`config.mk`:
```
export PLATFORM = sky130hd
export DESIGN_NAME = pc_unit_flat
export DESIGN_NICKNAME = d
export VERILOG_FILES = /design/src/rtl/pc_unit_if.sv /design/src/rtl/pc_unit.sv /design/src/flat_wrapper.sv
export SDC_FILE = /design/constraint.sdc
export NUM_CORES = 1
export LEC_CHECK = 0
export ABC_AREA = 1
export CORE_ASPECT_RATIO = 1.1
export CORE_MARGIN = 5
export CORE_UTILIZATION = 40
export DETAILED_ROUTE_END_ITERATION = 16
export PLACE_DENSITY = 0.85
export SYNTH_ARGS = -nofsm -noshare
export SYNTH_HDL_FRONTEND = slang
export SYNTH_SLANG_ARGS = --single-unit
```
`constraint.sdc`:
```
create_clock -name clk -period 2.8 [get_ports clk]
set_input_delay 0.56 -clock clk [delete_from_list [all_inputs] [get_ports clk]]
set_output_delay 0.56 -clock clk [all_outputs]
set_load 0.03 [all_outputs]
```
`src/rtl/pc_unit_if.sv`:
```
// pc_unit_if: request/response bundle between the fetch-stage controllers
// (hazard unit, ID, EX) and the program-counter unit.
// The fetch side (master) drives the redirect requests; the PC unit (slave)
// returns the registered fetch PC, its sequential successor and RAS status.
interface pc_unit_if #(
    parameter int PC_SIZE   = 18,
    parameter int RAS_DEPTH = 4
);
    localparam int CNT_W = $clog2(RAS_DEPTH + 1);

    logic               stall;
    logic               branch_taken;
    logic [PC_SIZE-1:0] branch_target;
    logic               jump;
    logic               call;
    logic [PC_SIZE-1:0] jump_target;
    logic               ret;
    logic [PC_SIZE-1:0] jr_target;

    logic [PC_SIZE-1:0] pc_out;
    logic [PC_SIZE-1:0] pc_seq;
    logic [CNT_W-1:0]   ras_count;
    logic               ras_full;
    logic               ras_empty;

    modport master (
        output stall, branch_taken, branch_target,
        output jump, call, jump_target, ret, jr_target,
        input  pc_out, pc_seq, ras_count, ras_full, ras_empty
    );

    modport slave (
        input  stall, branch_taken, branch_target,
        input  jump, call, jump_target, ret, jr_target,
        output pc_out, pc_seq, ras_count, ras_full, ras_empty
    );
endinterface

```
`src/rtl/pc_unit.sv`:
```
// pc_unit: fetch program counter with prioritised next-PC selection and an
// optional circular return-address stack.
//
// Build option: define PC_RAS_EN to build the return-address stack. Without
// it, ret always resolves to jr_target and the RAS status outputs are tied
// to "empty".
//
// All state updates on the falling edge of clk; rst is asynchronous and
// active-low.
//
// Next-PC priority: branch_taken > stall > jump (+call push) > ret (pop or
// jr_target) > sequential. A request that loses arbitration has no side
// effect on the stack.
module pc_unit #(
    parameter int                PC_SIZE   = 18,
    parameter int                STEP      = 4,
    parameter logic [PC_SIZE-1:0] RESET_PC = '0,
    parameter int                RAS_DEPTH = 4
) (
    input  logic     clk,
    input  logic     rst,
    pc_unit_if.slave bus
);
    localparam int CNT_W = $clog2(RAS_DEPTH + 1);
    localparam int PTR_W = $clog2(RAS_DEPTH);

    logic [PC_SIZE-1:0] pc_q;
    logic [PC_SIZE-1:0] pc_nxt;
    logic [PC_SIZE-1:0] pc_seq;
    logic               sel_jump;
    logic               sel_ret;
    logic               ras_top_valid;
    logic [PC_SIZE-1:0] ras_top;

    // Sequential successor; wraps silently modulo 2^PC_SIZE.
    assign pc_seq = pc_q + PC_SIZE'(STEP);

    // Which request wins this edge; stack side effects follow these only.
    assign sel_jump = !bus.branch_taken && !bus.stall && bus.jump;
    assign sel_ret  = !bus.branch_taken && !bus.stall && !bus.jump && bus.ret;

    // Next-PC arbitration.
    always_comb begin
        pc_nxt = pc_seq;
        if (bus.branch_taken) begin
            pc_nxt = bus.branch_target;
        end else if (bus.stall) begin
            pc_nxt = pc_q;
        end else if (bus.jump) begin
            pc_nxt = bus.jump_target;
        end else if (bus.ret) begin
            pc_nxt = ras_top_valid ? ras_top : bus.jr_target;
        end
    end

    // Fetch PC register.
    always_ff @(negedge clk or negedge rst) begin
        if (!rst) begin
            pc_q <= RESET_PC;
        end else begin
            pc_q <= pc_nxt;
        end
    end

`ifdef PC_RAS_EN
    // The pointer addresses the next free slot; the top entry sits one below
    // it. Pushing while full simply overwrites the oldest slot, since the
    // pointer wraps around the power-of-two array.
    logic [PC_SIZE-1:0] ras_mem [RAS_DEPTH];
    logic [PTR_W-1:0]   ras_ptr;
    logic [PTR_W-1:0]   ptr_dec;
    logic [CNT_W-1:0]   ras_cnt;
    logic               do_push;
    logic               do_pop;
    logic               cnt_full;

    assign ptr_dec       = ras_ptr - PTR_W'(1);
    assign ras_top       = ras_mem[ptr_dec];
    assign ras_top_valid = (ras_cnt != '0);
    assign cnt_full      = (ras_cnt == CNT_W'(RAS_DEPTH));
    assign do_push       = sel_jump && bus.call;
    assign do_pop        = sel_ret && ras_top_valid;

    // Return-address stack: push on a winning call, pop on a winning return.
    always_ff @(negedge clk or negedge rst) begin
        if (!rst) begin
            ras_ptr <= '0;
            ras_cnt <= '0;
            for (int i = 0; i < RAS_DEPTH; i++) begin
                ras_mem[i] <= '0;
            end
        end else if (do_push) begin
            ras_mem[ras_ptr] <= pc_seq;
            ras_ptr          <= ras_ptr + PTR_W'(1);
            if (!cnt_full) begin
                ras_cnt <= ras_cnt + CNT_W'(1);
            end
        end else if (do_pop) begin
            ras_ptr <= ptr_dec;
            ras_cnt <= ras_cnt - CNT_W'(1);
        end
    end

    assign bus.ras_count = ras_cnt;
    assign bus.ras_full  = cnt_full;
    assign bus.ras_empty = !ras_top_valid;
`else
    // No stack: a return always takes the register value of $ra.
    logic sel_unused;

    assign ras_top_valid = 1'b0;
    assign ras_top       = '0;
    assign sel_unused    = sel_jump ^ sel_ret ^ bus.call;

    assign bus.ras_count = '0;
    assign bus.ras_full  = 1'b0;
    assign bus.ras_empty = 1'b1;
`endif

    assign bus.pc_out = pc_q;
    assign bus.pc_seq = pc_seq;

endmodule
```
`src/flat_wrapper.sv`:
```
// flat-port wrapper written by rule: the top's interface ports become plain ports
module pc_unit_flat 
#(
    parameter int                PC_SIZE   = 18,
    parameter int                STEP      = 4,
    parameter logic [PC_SIZE-1:0] RESET_PC = '0,
    parameter int                RAS_DEPTH = 4
)
  (clk, rst, bus_stall, bus_branch_taken, bus_branch_target, bus_jump, bus_call, bus_jump_target, bus_ret, bus_jr_target, bus_pc_out, bus_pc_seq, bus_ras_count, bus_ras_full, bus_ras_empty);
  pc_unit_if #(.PC_SIZE(PC_SIZE), .RAS_DEPTH(RAS_DEPTH)) bus_i ();
  input  logic clk;
  input  logic rst;
  input wire logic [$bits(bus_i.stall)-1:0] bus_stall;
  input wire logic [$bits(bus_i.branch_taken)-1:0] bus_branch_taken;
  input wire logic [$bits(bus_i.branch_target)-1:0] bus_branch_target;
  input wire logic [$bits(bus_i.jump)-1:0] bus_jump;
  input wire logic [$bits(bus_i.call)-1:0] bus_call;
  input wire logic [$bits(bus_i.jump_target)-1:0] bus_jump_target;
  input wire logic [$bits(bus_i.ret)-1:0] bus_ret;
  input wire logic [$bits(bus_i.jr_target)-1:0] bus_jr_target;
  output wire logic [$bits(bus_i.pc_out)-1:0] bus_pc_out;
  output wire logic [$bits(bus_i.pc_seq)-1:0] bus_pc_seq;
  output wire logic [$bits(bus_i.ras_count)-1:0] bus_ras_count;
  output wire logic [$bits(bus_i.ras_full)-1:0] bus_ras_full;
  output wire logic [$bits(bus_i.ras_empty)-1:0] bus_ras_empty;
  assign bus_i.stall = bus_stall;
  assign bus_i.branch_taken = bus_branch_taken;
  assign bus_i.branch_target = bus_branch_target;
  assign bus_i.jump = bus_jump;
  assign bus_i.call = bus_call;
  assign bus_i.jump_target = bus_jump_target;
  assign bus_i.ret = bus_ret;
  assign bus_i.jr_target = bus_jr_target;
  assign bus_pc_out = bus_i.pc_out;
  assign bus_pc_seq = bus_i.pc_seq;
  assign bus_ras_count = bus_i.ras_count;
  assign bus_ras_full = bus_i.ras_full;
  assign bus_ras_empty = bus_i.ras_empty;
  pc_unit #(.PC_SIZE(PC_SIZE), .STEP(STEP), .RESET_PC(RESET_PC), .RAS_DEPTH(RAS_DEPTH)) u_core (.clk(clk), .rst(rst), .bus(bus_i));
endmodule
```
* Word-level counts from Yosys, hierarchy flattened
Index checks and enable logic that the tools add are counted.
Widths: inputs -> output; s select.
** Operators by class
- Add/subtract/negate cells :: 1
- Multiplexer cells :: 4
- Equal/unequal tests :: 1
** Operator list (count)
- $mux 18 :: 4
- $add 18x3->18 const B :: 1
- $ne 2x1->1 const B :: 1
** Storage, ports and cells
- Output and inout port bits :: 41
- Word-level logic and storage cells :: 7
- Register bits :: 18

* Depth between registers and ports, before layout
Gate-level depths: netlist of run 1.
- Depth after elaboration :: 5
- Gate-level depth with buffers :: 10
- Mapped depth without buffers :: 10

==> impl_summary.log, run 1 <==
INFO  metric gp_congestion = 0.895
INFO  metric synthesis.yosys.warnings = 0
INFO  metric drcViolationCount = 0
INFO  metric cp_data_required_time = 2.24 ns
INFO  metric groute.usage.overall = 26.5%
INFO  metric synth_simple_gate_area_share = 38.8%
INFO  metric routedWlPerCell = 18.7 um
INFO  metric cellInternalPower = 854 uW
INFO  metric start_util = 41.4%
INFO  metric grt_first_pass_wirelength = 11.8 mm
INFO  metric cts_made_buffers = 3
INFO  metric clock-sinks = 18
INFO  metric power_frac_comb = 60.7%
INFO  metric violations = negative setup slack
INFO  metric post_synthesis_sequential_area_ratio = 27.3%
INFO  metric adder_cell_share_of_the_synthesized_area = 0.757%
INFO  metric run_status = complete, but fails checks
INFO  metric syn_inst = 262
INFO  metric layout.cells.most_common_list = 85 x nand2_1, 55 x clkdlybuf4s50_1, 51 x buf_6, 51 x buf_4
INFO  metric crit_path_frequent_cell = nand2_1
INFO  metric diodes = 0
INFO  metric timing.rr.start = u_core.bus.pc_out[5]
INFO  metric power.share.sequential = 23.3%
INFO  metric crit_path_cell_trace = buf_4 -> nand3_4 -> nor2_4 -> nand2_1 -> nand2_1 -> and2_4 -> buf_6
INFO  metric detailedRoute.firstPassIterationCount = 4
INFO  metric finalWirelength = 8.77 mm
INFO  metric mostFrequentLayoutCell = nand2_1
INFO  metric avgSynthCellArea = 6.31 um^2
INFO  metric clk_root_buffer_cell = clkbuf_8
INFO  metric drt_iter0_markers = 235
INFO  metric cp-end-kind = output pin
INFO  metric ctsLongestPathBuffers = 2
INFO  metric cell_area_after_layout = 3510 um^2
INFO  metric grt_pass1_vias = 2505
INFO  metric routed_via_density = 5.46
INFO  metric timing_hold_violations_final = 0
INFO  metric placed_cell_area = 3000 um^2
INFO  metric synth.area.mux_share = 0%
INFO  metric r2r_cells = 9
INFO  metric crit-reg2reg-capture = u_core.bus.pc_out[12]
INFO  metric ys_seq_elements = 18
INFO  metric cell_area_synth = 1650 um^2
INFO  metric startpoint = u_core.bus.pc_out[5]
INFO  metric total_switching_power = 590 uW
INFO  metric antenna_violations_before_repair = 0
INFO  metric ant_nets = 0
INFO  metric die_x = 71.3 um
INFO  metric cp_data_arrival_time = 3.10 ns
INFO  metric grt_start_max_net_pins = 19
INFO  metric cts.hold.buffers_added = 0
INFO  metric fp.dieArea = 5520 um^2
INFO  metric nets_finish = 481
INFO  metric setup_repair_after_global_routing_missed_its_margin = yes
INFO  metric clk-insertion-delay-late = 0.28 ns
INFO  metric power.static_leakage = 0.00170 uW
INFO  metric cp_max_fo = 5
INFO  metric worstHoldPathType = flip-flop to flip-flop
INFO  metric crit_path_end = bus_pc_seq[12]
INFO  metric clkSlewWorstSetupHoldPaths = 0.06 ns
INFO  metric h-tree-depth = 1
INFO  metric synth_cell_type_count = 31
INFO  metric globalRouteOverflowTotal = 0
INFO  metric setup.worst_path.start_class = flip-flop
INFO  metric dp_cells = 445
INFO  metric die_height = 77.4 um
INFO  metric drive_above_1_share = 40.0%
INFO  metric n_fill_cell = 196
INFO  metric switching_share = 40.9%
INFO  metric ioPinCount = 102
INFO  metric power.ir.vdd_worst = 287 uV
INFO  metric power_per_cell_area = 412 nW/um^2
INFO  metric postLayoutSetupSlackWorst = -0.865 ns
INFO  metric setup_viol = 36
INFO  metric synth_area_in_compound_gates = 15.5%
INFO  metric slew_viol_final = 0
INFO  metric worst_stage_delay_on_the_critical_path = 0.54 ns
INFO  metric final_cell_count_no_fill = 470
INFO  metric largest_register_ffs = 18
INFO  metric tritoncts = done
INFO  metric count_of_buffers_inserted_at_the_top_level_ports = 95
INFO  metric max-cap-violations = 0
INFO  metric area_growth = 112%
INFO  metric crit_path_top_delay_cell = dfrtn_1
INFO  metric synth_top_family_by_area = simple AND/OR/NAND/NOR gates
INFO  metric timing.setup.critical_path_class = flip-flop to output pin
INFO  metric detailedPlacementHpwl = 5.07 mm
INFO  metric clock_skew = 0.00232 ns
INFO  metric dr_total_vias = 2564
INFO  metric floorplan.rows = 24
INFO  metric floorplan.core_area = 3990 um^2
INFO  metric share_of_power_burned_in_the_clock_network = 16.0%
INFO  metric synth_xor_xnor_area_share = 4.62%
INFO  metric setup.reg_to_reg.worst_slack = 1.03 ns
[worst min-delay path by stage]
stage                          start                     to  depth (start not counted)  slack (ns)
2_1_floorplan  u_core.bus.pc_out[15]  u_core.bus.pc_out[15]                          2        0.67
3_3_place_gp    u_core.bus.pc_out[0]   u_core.bus.pc_out[0]                          2        0.49
3_5_place_dp   u_core.bus.pc_out[10]  u_core.bus.pc_out[10]                          2        0.51
4_1_cts        u_core.bus.pc_out[10]  u_core.bus.pc_out[10]                          2        0.52
5_1_grt        u_core.bus.pc_out[16]  u_core.bus.pc_out[16]                          3        0.61
6_report       u_core.bus.pc_out[16]  u_core.bus.pc_out[16]                          3        0.58
[metrics by stage]
stage / hold WS [ns] / setup TNS [ns] / util, % / worst slack, ns / power, uW
final: 0.577 / -14.91 / 87.8 / -0.865 / 1440
after floorplan: 0.666 / -7.42 / - / -0.605 / 693
after detailed placement: 0.507 / -15.45 / 75.2 / -0.586 / 1020
after global placement: 0.490 / -13.97 / 75.2 / -0.536 / 1010
after global routing: 0.610 / -16.16 / 87.8 / -0.912 / 1500
after CTS: 0.520 / -13.04 / 82.5 / -0.799 / 1330
[cells by family after synthesis]
kind of cell | Yosys count
buffers and inverters | 44
xor gates and xnor gates | 7
adders and majority gates | 1
DFF | 18
other | 2
AOI/OAI and AO/OA | 47
and+or+nand+nor | 143
[area by class of cell]
cell class,instances,area (um^2),area share [%]
Clock buffer,4,55.1,1.57
Inverter,28,114,3.25
Multi-Input combinational cell,203,1210,34.4
Sequential cell,18,450,12.8
Tap cell,52,65.1,1.86
Timing Repair Buffer,165,1620,46.1
[Yosys cell counts]
cell       n  area share (%)
nand3_1   13             3.9
conb_1     2            0.45
clkbuf_1   2            0.45
o21ai_0   21             6.4
o21ai_1    5             1.5
nand3_2    2             1.2
nor2_1    13             3.0
clkinv_1   1            0.23
nand4_1    3             1.1
o22ai_1    1            0.38
a221oi_1   2             1.1
nand3b_1   1            0.45
nor2_2     3             1.1
a21oi_1   14             4.2
ha_1       1            0.76
inv_2      4            0.91
inv_1     23             5.2
a21o_1     1            0.45
nand2_2    6             2.3
xnor2_2    2             2.0
nor2_4     4             2.7
nand2_4    1            0.68
o211ai_1   1            0.45
buf_4     10             4.5
dfrtn_1   18              27
and2_1     2            0.76
a21oi_2    1            0.53
nand2_1   95              22
xnor2_1    5             2.6
buf_2      4             1.2
o221ai_1   1            0.53
[power by group through the flow]
stage / Combinational [uW] / Clock, uW / Sequential [uW]
2_1_floorplan: 287 / 0 / 406
3_3_place_gp: 674 / 0 / 332
3_5_place_dp: 689 / 0 / 333
4_1_cts: 773 / 220 / 333
5_1_grt: 916 / 246 / 339
6_report: 877 / 231 / 336
[worst max-delay path: cells and delay by family, from the launching register on]
| family | cells | cell delay [ns] |
|---|---|---|
| AND/OR/NAND/NOR | 5 | 0.59 |
| flip-flops | 1 | 0.54 |
| buffers and inverters | 2 | 0.29 |
[routing by layer]
metal | wire (um) | part of all wire (%) | GRT usage (%)
met5 | 0 | 0 | 0
met4 | 544 | 6.2 | 12.4
met3 | 646 | 7.4 | 2.84
met2 | 4480 | 51 | 50.5
met1 | 3100 | 35 | 28.7
[repair_timing]
action                                  4_1_cts  5_1_grt
endpoints found under the setup margin       54       48
setup buffers                                10       24
resized for setup                            63       33
cloned                                        0        0
pin swaps                                     5       10
(Power assumes the default switching activity.)
==> inputs of run 2 (changes only) <==
--- a/config.mk
+++ b/config.mk
@@ -10,6 +10,7 @@
 export CORE_MARGIN = 5
 export CORE_UTILIZATION = 40
 export DETAILED_ROUTE_END_ITERATION = 16
+export GPL_TIMING_DRIVEN = 0
 export PLACE_DENSITY = 0.85
 export SYNTH_ARGS = -nofsm -noshare
 export SYNTH_HDL_FRONTEND = slang
==> run 2 against run 1 <==
Net effect:
- the flow still finishes with violations (negative setup slack)
- first-iteration DRC count fell by 35%
- die area unchanged
- highest routed layer unchanged
- non-clock buffer count shrank 16
- sequential share of layout area grew 0.39 points
- wire length decreased by 15%
==> impl_summary.log, run 2 (synthesis results as in run 1) <==
INFO  metric ant_nets = 0 (unchanged)
INFO  metric fp.dieArea = 5520 um^2 (unchanged)
INFO  metric floorplan.core_area = 3990 um^2 (unchanged)
INFO  metric power.ir.vdd_worst = 252 uV (was 287 uV)
INFO  metric cp_data_arrival_time = 3.09 ns (was 3.10 ns)
INFO  metric routedWlPerCell = 16.4 um (was 18.7 um)
INFO  metric n_fill_cell = 229 (was 196)
INFO  metric tightestPinTransition = 1.00 ns
INFO  metric drcViolationCount = 0 (unchanged)
INFO  metric largest_register_ffs = 18 (unchanged)
INFO  metric timing_hold_violations_final = 0 (unchanged)
INFO  metric wl_met1 = 2.68 mm (was 3.10 mm)
INFO  metric clock_skew = 0.00780 ns (was 0.00232 ns)
INFO  metric clk-insertion-delay-late = 0.28 ns (about the same)
INFO  metric globalRouteOverflowTotal = 0 (unchanged)
INFO  metric layout.area.seq = 450 um^2 (unchanged)
INFO  metric die_height = 77.4 um (unchanged)
INFO  metric layout.cells.most_common_list = 87 x nand2_1, 61 x buf_6, 54 x clkdlybuf4s50_1 (was 85 x nand2_1, 55 x clkdlybuf4s50_1, 51 x buf_6, 51 x buf_4)
INFO  metric floorplan.rows = 24 (unchanged)
INFO  metric final.hold.worst_slack = 0.553 ns (was 0.577 ns)
INFO  metric start_util = 41.4% (unchanged)
INFO  metric h-tree-depth = 1 (unchanged)
INFO  metric crit-reg2reg-capture = u_core.bus.pc_out[11] (was u_core.bus.pc_out[12])
INFO  metric grt_first_pass_wirelength = 11.1 mm (was 11.8 mm)
INFO  metric area_of_combinational_cells_with_multiple_inputs = 1240 um^2 (was 1210 um^2)
INFO  metric power.static_leakage = 0.00163 uW (was 0.00170 uW)
INFO  metric top_layer_used = met4 (unchanged)
INFO  metric ioPinCount = 102 (unchanged)
INFO  metric hold_path_startpoint = u_core.bus.pc_out[17] (was u_core.bus.pc_out[16])
INFO  metric holdPathStages = 2 (was 3)
INFO  metric r2r_cells = 11 (was 9)
INFO  metric cp_max_fo = 5 (unchanged)
INFO  metric placed_cell_area = 2770 um^2 (was 3000 um^2)
INFO  metric setup_repair_after_global_routing_missed_its_margin = yes (unchanged)
INFO  metric slew_viol_final = 0 (unchanged)
INFO  metric relSlewSlack = 33.1%
INFO  metric dr_total_vias = 2350 (was 2564)
INFO  metric clock-sinks = 18 (unchanged)
INFO  metric cp_data_required_time = 2.24 ns (about the same)
INFO  metric setup.reg_to_reg.worst_slack = 1.10 ns (was 1.03 ns)
INFO  metric clk_root_buffer_cell = clkbuf_8 (unchanged)
INFO  metric detailedPlace.worstSlack = -1.08 ns (was -0.586 ns)
INFO  metric detailedPlacementHpwl = 4.61 mm (was 5.07 mm)
INFO  metric cell_area_after_layout = 3400 um^2 (was 3510 um^2)
INFO  metric die_x = 71.3 um (unchanged)
INFO  metric met3RoutedLength = 593 um (was 646 um)
INFO  metric antenna_violations_before_repair = 0 (unchanged)
INFO  metric violations = negative setup slack (unchanged)
INFO  metric tritoncts = done (unchanged)
INFO  metric max-cap-violations = 0 (unchanged)
INFO  metric area_growth = 106% (was 112%)
INFO  metric final_cell_utilization_of_the_core = 85.2% (was 87.8%)
INFO  metric grt_start_max_net_pins = 19 (unchanged)
INFO  metric drive_above_1_share = 39.1% (was 40.0%)
INFO  metric clkSlewWorstSetupHoldPaths = 0.06 ns (about the same)
INFO  metric cts_made_buffers = 3 (unchanged)
INFO  metric routed_met2_length = 3.92 mm (was 4.48 mm)
INFO  metric cts.hold.buffers_added = 0 (unchanged)
INFO  metric grt_pass1_vias = 2328 (was 2505)
INFO  metric routed_via_density = 5.18 (was 5.46)
INFO  metric detailedRoute.firstPassIterationCount = 4 (unchanged)
INFO  metric setup.worst_path.start_class = flip-flop (unchanged)
INFO  metric run_status = complete, but fails checks (unchanged)
INFO  metric worstHoldPathType = flip-flop to flip-flop (unchanged)
INFO  metric drt_iter0_markers = 152 (was 235)
INFO  metric finalWirelength = 7.45 mm (was 8.77 mm)
INFO  metric timing.rr.start = u_core.bus.pc_out[2] (was u_core.bus.pc_out[5])
INFO  metric postLayoutSetupSlackWorst = -0.848 ns (was -0.865 ns)
INFO  metric power_per_cell_area = 409 nW/um^2 (was 412 nW/um^2)
INFO  metric groute.usage.overall = 24.6% (was 26.5%)
INFO  metric ctsLongestPathBuffers = 2 (unchanged)
INFO  metric cp-end-kind = output pin (unchanged)
INFO  metric mostFrequentLayoutCell = nand2_1 (unchanged)
INFO  metric setup_viol = 36 (unchanged)
INFO  metric diodes = 0 (unchanged)
INFO  metric gp_congestion = 0.822 (was 0.895)
INFO  metric timing.hold.worst_endpoint = u_core.bus.pc_out[17] (was u_core.bus.pc_out[16])
INFO  metric timing.setup.critical_path_class = flip-flop to output pin (unchanged)
INFO  metric nets_finish = 465 (was 481)
INFO  metric count_of_buffers_inserted_at_the_top_level_ports = 94 (was 95)
## run 2: power breakdown
| part | total [uW] | switching (uW) | internal, uW |
|---|---|---|---|
| clock network | 230 | 105 | 125 |
| logic | 824 | 417 | 407 |
| registers | 338 | 44.0 | 294 |
## run 2: area by class of cell
type | count | area share (%)
well taps | 52 | 1.91
repair buffers | 133 | 39.5
multi-input cells | 203 | 36.5
flip-flops and latches | 18 | 13.2
inverters | 28 | 3.27
clock buffers | 4 | 1.62
plain buffers | 16 | 3.93
## run 2: through the flow
stage | instances | setup TNS, ns | power, uW
3_5_place_dp | 411 | -34.94 | 960
3_3_place_gp | 411 | -33.60 | 950
5_1_grt | 454 | -16.03 | 1450
6_report | 454 | -14.86 | 1390
2_1_floorplan | 265 | -7.42 | 693
4_1_cts | 440 | -13.31 | 1300
## run 2: critical path: stages, from the launching register on
cell and delay, ns:
dfrtn_1 0.50, buf_6 0.13, nand3_4 0.11, nor2_4 0.23, nand3_2 0.09, nand2_1 0.12, nand2_2 0.09, buf_6 0.14
## run 2: layer usage
layer  track usage, %  vias up
met5                0        -
met4             9.21        0
met3             3.88       24
met2             42.1      114
met1             30.8     1108
li1                 -     1104
## run 2: what timing repair did
action	4_1_cts	5_1_grt
endpoints found under the hold margin	0	0
setup buffers	24	16
resized for setup	284	42
gates cloned	1	0
pin swaps	7	8
setup endpoints to repair	54	69
## run 2: worst max path at each step
| stage | start | to | cells past startpoint |
|---|---|---|---|
| after floorplan | u_core.bus.pc_out[3] | bus_pc_seq[12] | 5 |
| after global placement | u_core.bus.pc_out[3] | bus_pc_seq[12] | 7 |
| after detailed placement | u_core.bus.pc_out[3] | bus_pc_seq[12] | 7 |
| after CTS | u_core.bus.pc_out[2] | bus_pc_seq[16] | 6 |
| after global routing | u_core.bus.pc_out[3] | bus_pc_seq[12] | 7 |
| final | u_core.bus.pc_out[2] | bus_pc_seq[15] | 7 |
==> inputs of run 3 (changes only) <==
--- a/config.mk
+++ b/config.mk
@@ -12,6 +12,8 @@
 export DETAILED_ROUTE_END_ITERATION = 16
 export GPL_TIMING_DRIVEN = 0
 export PLACE_DENSITY = 0.85
+export SETUP_SLACK_MARGIN = 0.5
+export SLEW_MARGIN = 20
 export SYNTH_ARGS = -nofsm -noshare
 export SYNTH_HDL_FRONTEND = slang
 export SYNTH_SLANG_ARGS = --single-unit
==> run 3 against run 2 <==
Net effect:
- the run now fails in 5_1_grt
- area after synthesis unchanged
- synthesized cell count stayed put
==> impl_summary.log, run 3 <==
INFO  metric number_of_flops_mapped_to_enable_cells_by_yosys = 0 (unchanged)
INFO  metric synth_simple_gate_area_share = 38.8% (unchanged)
INFO  metric ys_async_sr_fraction = 100% (unchanged)
INFO  metric cts.hold.buffers_added = 0 (unchanged)
INFO  metric start_util = 41.4% (unchanged)
INFO  metric synthesis.yosys.warnings = 0 (unchanged)
INFO  metric gp_congestion = 0.821 (was 0.822)
INFO  metric clk_root_buffer_cell = clkbuf_8 (unchanged)
INFO  metric syn_inst = 262 (unchanged)
INFO  metric netlist_top_cells_count = 95 x nand2_1, 23 x inv_1, 21 x o21ai_0 (unchanged)
INFO  metric ys_seq_elements = 18 (unchanged)
INFO  metric clock-sinks = 18 (unchanged)
INFO  metric ioPinCount = 102 (unchanged)
INFO  metric avgSynthCellArea = 6.31 um^2 (unchanged)
INFO  metric die_height = 77.4 um (unchanged)
INFO  metric synth_area_in_compound_gates = 15.5% (unchanged)
INFO  metric ctsLongestPathBuffers = 2 (unchanged)
INFO  metric synth_xor_xnor_area_share = 4.62% (unchanged)
INFO  metric cell_area_synth = 1650 um^2 (unchanged)
INFO  metric cts_made_buffers = 3 (unchanged)
INFO  metric post_synthesis_sequential_area_ratio = 27.3% (unchanged)
INFO  metric die_x = 71.3 um (unchanged)
INFO  metric grt_start_max_net_pins = 19
INFO  metric stop_stage = 5_1_grt
INFO  metric synth.area.mux_share = 0% (unchanged)
INFO  metric yosys.area.top_type_share = 27.3% (unchanged)
INFO  metric category_of_the_worst_endpoint = output port
INFO  metric detailedPlacementHpwl = 4.85 mm (was 4.61 mm)
INFO  metric synth.top_cells.by_area = dfrtn_1 27%, nand2_1 22%, o21ai_0 6.4% (unchanged)
INFO  metric count_of_buffers_inserted_at_the_top_level_ports = 94 (unchanged)
INFO  metric floorplan.rows = 24 (unchanged)
INFO  metric adder_cell_share_of_the_synthesized_area = 0.757% (unchanged)
INFO  metric synth.largest_area_cell = dfrtn_1 (unchanged)
INFO  metric synth_top_flop_cell = dfrtn_1 (unchanged)
INFO  metric synth_top_family_by_area = simple AND/OR/NAND/NOR gates (unchanged)
INFO  metric synth_cell_type_count = 31 (unchanged)
INFO  metric run_status = aborted with a tool error (was complete, but fails checks)
INFO  metric synth_most_common_cell = nand2_1 (unchanged)
INFO  metric repair-timing-grt-worst-ep = bus_pc_seq[12]
INFO  metric error_message = [ERROR DPL-0038] Utilization greater than 100%, impossible to legalize
INFO  metric h-tree-depth = 1 (unchanged)
[run 3: kinds of logic after synthesis]
logic type	after synthesis
buffers and inverters	44
AND/OR/NAND/NOR	143
AO/OA/AOI/OAI	47
other	2
flip-flops	18
adder cells (fa/ha/maj)	1
XOR/XNOR	7
[run 3: timing repair]
item                                    in CTS
gates resized for setup                    353
cloned                                       2
endpoints found under the setup margin      72
setup buffers                               28
hold endpoints to repair                     0
pin swaps                                   47
[run 3: stage by stage]
step | std cells | TNS, ns | worst slack, ns | hold slack, ns | instance area, um^2
after CTS | 445 | -12.97 | -0.830 | 0.543 | 3490
after detailed placement | 411 | -33.50 | -1.11 | 0.518 | 2920
after global placement | 411 | -32.81 | -1.07 | 0.506 | 2920
after floorplan | 265 | -7.42 | -0.605 | 0.660 | 1910
==> inputs of run 4 (changes only) <==
--- a/config.mk
+++ b/config.mk
@@ -6,13 +6,11 @@
 export NUM_CORES = 1
 export LEC_CHECK = 0
 export ABC_AREA = 1
-export CORE_ASPECT_RATIO = 1.1
 export CORE_MARGIN = 5
-export CORE_UTILIZATION = 40
+export CORE_UTILIZATION = 25
 export DETAILED_ROUTE_END_ITERATION = 16
 export GPL_TIMING_DRIVEN = 0
-export PLACE_DENSITY = 0.85
-export SETUP_SLACK_MARGIN = 0.5
+export PLACE_DENSITY_LB_ADDON = 0.15
 export SLEW_MARGIN = 20
 export SYNTH_ARGS = -nofsm -noshare
 export SYNTH_HDL_FRONTEND = slang
==> run 4 against run 3 <==
Net effect:
- the flow now finishes, with violations (negative setup slack)
==> impl_summary.log, run 4 (synthesis results as in run 1) <==
INFO  metric hold_path_startpoint = u_core.bus.pc_out[10]
INFO  metric run_status = complete, but fails checks (was aborted with a tool error)
INFO  metric cts.hold.buffers_added = 0 (unchanged)
INFO  metric max-cap-violations = 0
INFO  metric clk-insertion-delay-late = 0.28 ns
INFO  metric setup_viol = 36
INFO  metric dr_total_vias = 2192
INFO  metric clock-sinks = 18 (unchanged)
INFO  metric global_route.usage.met3 = 3.14%
INFO  metric count_of_buffers_inserted_at_the_top_level_ports = 94 (unchanged)
INFO  metric slew_viol_final = 0
INFO  metric relSlewSlack = 37.4%
INFO  metric finalWirelength = 7.02 mm
INFO  metric globalRouteOverflowTotal = 0
INFO  metric timing.rr.start = u_core.bus.pc_out[2]
INFO  metric drt_iter0_markers = 71
INFO  metric cp-end-kind = output pin
INFO  metric tritoncts = done
INFO  metric layout.cells.most_common_list = 82 x nand2_1, 56 x buf_6, 54 x clkdlybuf4s50_1
INFO  metric groute.usage.overall = 16.1%
INFO  metric timing.setup.critical_path_class = flip-flop to output pin
INFO  metric met1_track_usage_gr = 18.7%
INFO  metric clk_root_buffer_cell = clkbuf_8 (unchanged)
INFO  metric fp.dieArea = 8340 um^2
INFO  metric power_per_cell_area = 398 nW/um^2
INFO  metric power.ir.vdd_worst = 207 uV
INFO  metric grt_start_max_net_pins = 19
INFO  metric ctsLongestPathBuffers = 2 (unchanged)
INFO  metric routedWlPerCell = 14.7 um
INFO  metric grt_first_pass_wirelength = 10.8 mm
INFO  metric h-tree-depth = 1 (unchanged)
INFO  metric drive_above_1_share = 39.8%
INFO  metric area_growth = 109%
INFO  metric die_x = 91.3 um (was 71.3 um)
INFO  metric cp_data_arrival_time = 3.12 ns
INFO  metric crit_path_end = bus_pc_seq[12]
INFO  metric routed_via_density = 4.58
INFO  metric antenna_violations_before_repair = 0
INFO  metric diodes = 0
INFO  metric power.static_leakage = 0.00163 uW
INFO  metric crit-reg2reg-capture = u_core.bus.pc_out[16]
INFO  metric detailedRoute.firstPassIterationCount = 5
INFO  metric floorplan.core_area = 6390 um^2
INFO  metric grt-busiest-layer = met2
INFO  metric setup_repair_after_global_routing_missed_its_margin = yes
INFO  metric gp_congestion = 0.791 (was 0.821)
INFO  metric violations = negative setup slack
INFO  metric clock_skew = 0.00348 ns
INFO  metric floorplan.rows = 29 (was 24)
INFO  metric ioPinCount = 102 (unchanged)
INFO  metric n_fill_cell = 643
INFO  metric mostFrequentLayoutCell = nand2_1
INFO  metric cts_made_buffers = 3 (unchanged)
INFO  metric worstHoldPathType = flip-flop to flip-flop
INFO  metric global_route.usage.met2 = 29.9%
INFO  metric drcViolationCount = 0
INFO  metric start_util = 25.9% (was 41.4%)
INFO  metric grt_pass1_vias = 2177
INFO  metric postLayoutSetupSlackWorst = -0.875 ns
INFO  metric detailedPlacementHpwl = 5.08 mm (was 4.85 mm)
INFO  metric nets_finish = 465
INFO  metric r2r_cells = 11
INFO  metric ant_nets = 0
INFO  metric clkSlewWorstSetupHoldPaths = 0.05 ns
INFO  metric timing_hold_violations_final = 0
INFO  metric die_height = 91.3 um (was 77.4 um)
INFO  metric final.hold.worst_slack = 0.511 ns
INFO  metric tightestPinTransition = 0.937 ns
INFO  metric startpoint = u_core.bus.pc_out[2]
INFO  metric post-layout-total-power = 1380 uW
INFO  metric largest_register_ffs = 18
INFO  metric cp_data_required_time = 2.24 ns
INFO  metric setup.worst_path.start_class = flip-flop
INFO  metric cp_max_fo = 5
INFO  metric setup.reg_to_reg.worst_slack = 1.03 ns
-- run 4: worst min path at each step --
stage / endpoint / slack (ns) / cells after the start
floorplan: u_core.bus.pc_out[15] / 0.67 / 2
global placement: u_core.bus.pc_out[1] / 0.50 / 2
detailed placement: u_core.bus.pc_out[0] / 0.51 / 2
CTS: u_core.bus.pc_out[10] / 0.50 / 2
global route: u_core.bus.pc_out[10] / 0.52 / 2
finish: u_core.bus.pc_out[10] / 0.51 / 2
-- run 4: area by class of cell --
| class | instances | area [um^2] | share of cell area, % |
|---|---|---|---|
| Sequential cell | 18 | 450 | 13.0 |
| Clock buffer | 4 | 55.1 | 1.59 |
| Buffer | 16 | 139 | 4.02 |
| Timing Repair Buffer | 133 | 1340 | 38.7 |
| Inverter | 28 | 111 | 3.22 |
| Multi-Input combinational cell | 203 | 1270 | 36.6 |
| Tap cell | 77 | 96.3 | 2.79 |
-- run 4: report_power, final --
| part | switching [uW] | total, uW | internal (uW) |
|---|---|---|---|
| logic | 402 | 811 | 409 |
| clock network | 103 | 229 | 125 |
| registers | 42.4 | 337 | 294 |
| total | 548 | 1380 | 828 |
-- run 4: critical path, cell delays in order (launching register included) --
cell     delay [ns]
dfrtn_1        0.51
ha_4           0.18
nand3_4        0.09
nor2_4         0.21
nand3_2        0.12
and2_4         0.18
buf_6          0.13
-- run 4: what timing repair did --
item                                    in CTS  in global routing
endpoints found under the setup margin      54                 67
resized for setup                          277                 56
endpoints found under the hold margin        0                  0
setup buffers                               28                 17
pin swaps                                    6                 19
gates cloned                                 1                  0
-- run 4: per-stage QoR --
| step | area [um^2] | TNS, ns | worst slack, ns | util, % | cells |
|---|---|---|---|---|---|
| 2_1_floorplan | 1770 | -7.42 | -0.605 | - | 265 |
| 6_report | 3460 | -14.40 | -0.875 | 54.1 | 479 |
| 4_1_cts | 3200 | -13.68 | -0.836 | 50.1 | 469 |
| 5_1_grt | 3460 | -16.02 | -0.939 | 54.1 | 479 |
| 3_3_place_gp | 2800 | -36.56 | -1.10 | 43.9 | 436 |
| 3_5_place_dp | 2800 | -36.71 | -1.11 | 43.9 | 436 |
-- run 4: layer usage --
metal | routed length, um | vias up
met4 | 91 | 0
met3 | 319 | 9
met5 | 0 | -
met1 | 2800 | 1017
met2 | 3810 | 63
li1 | - | 1103
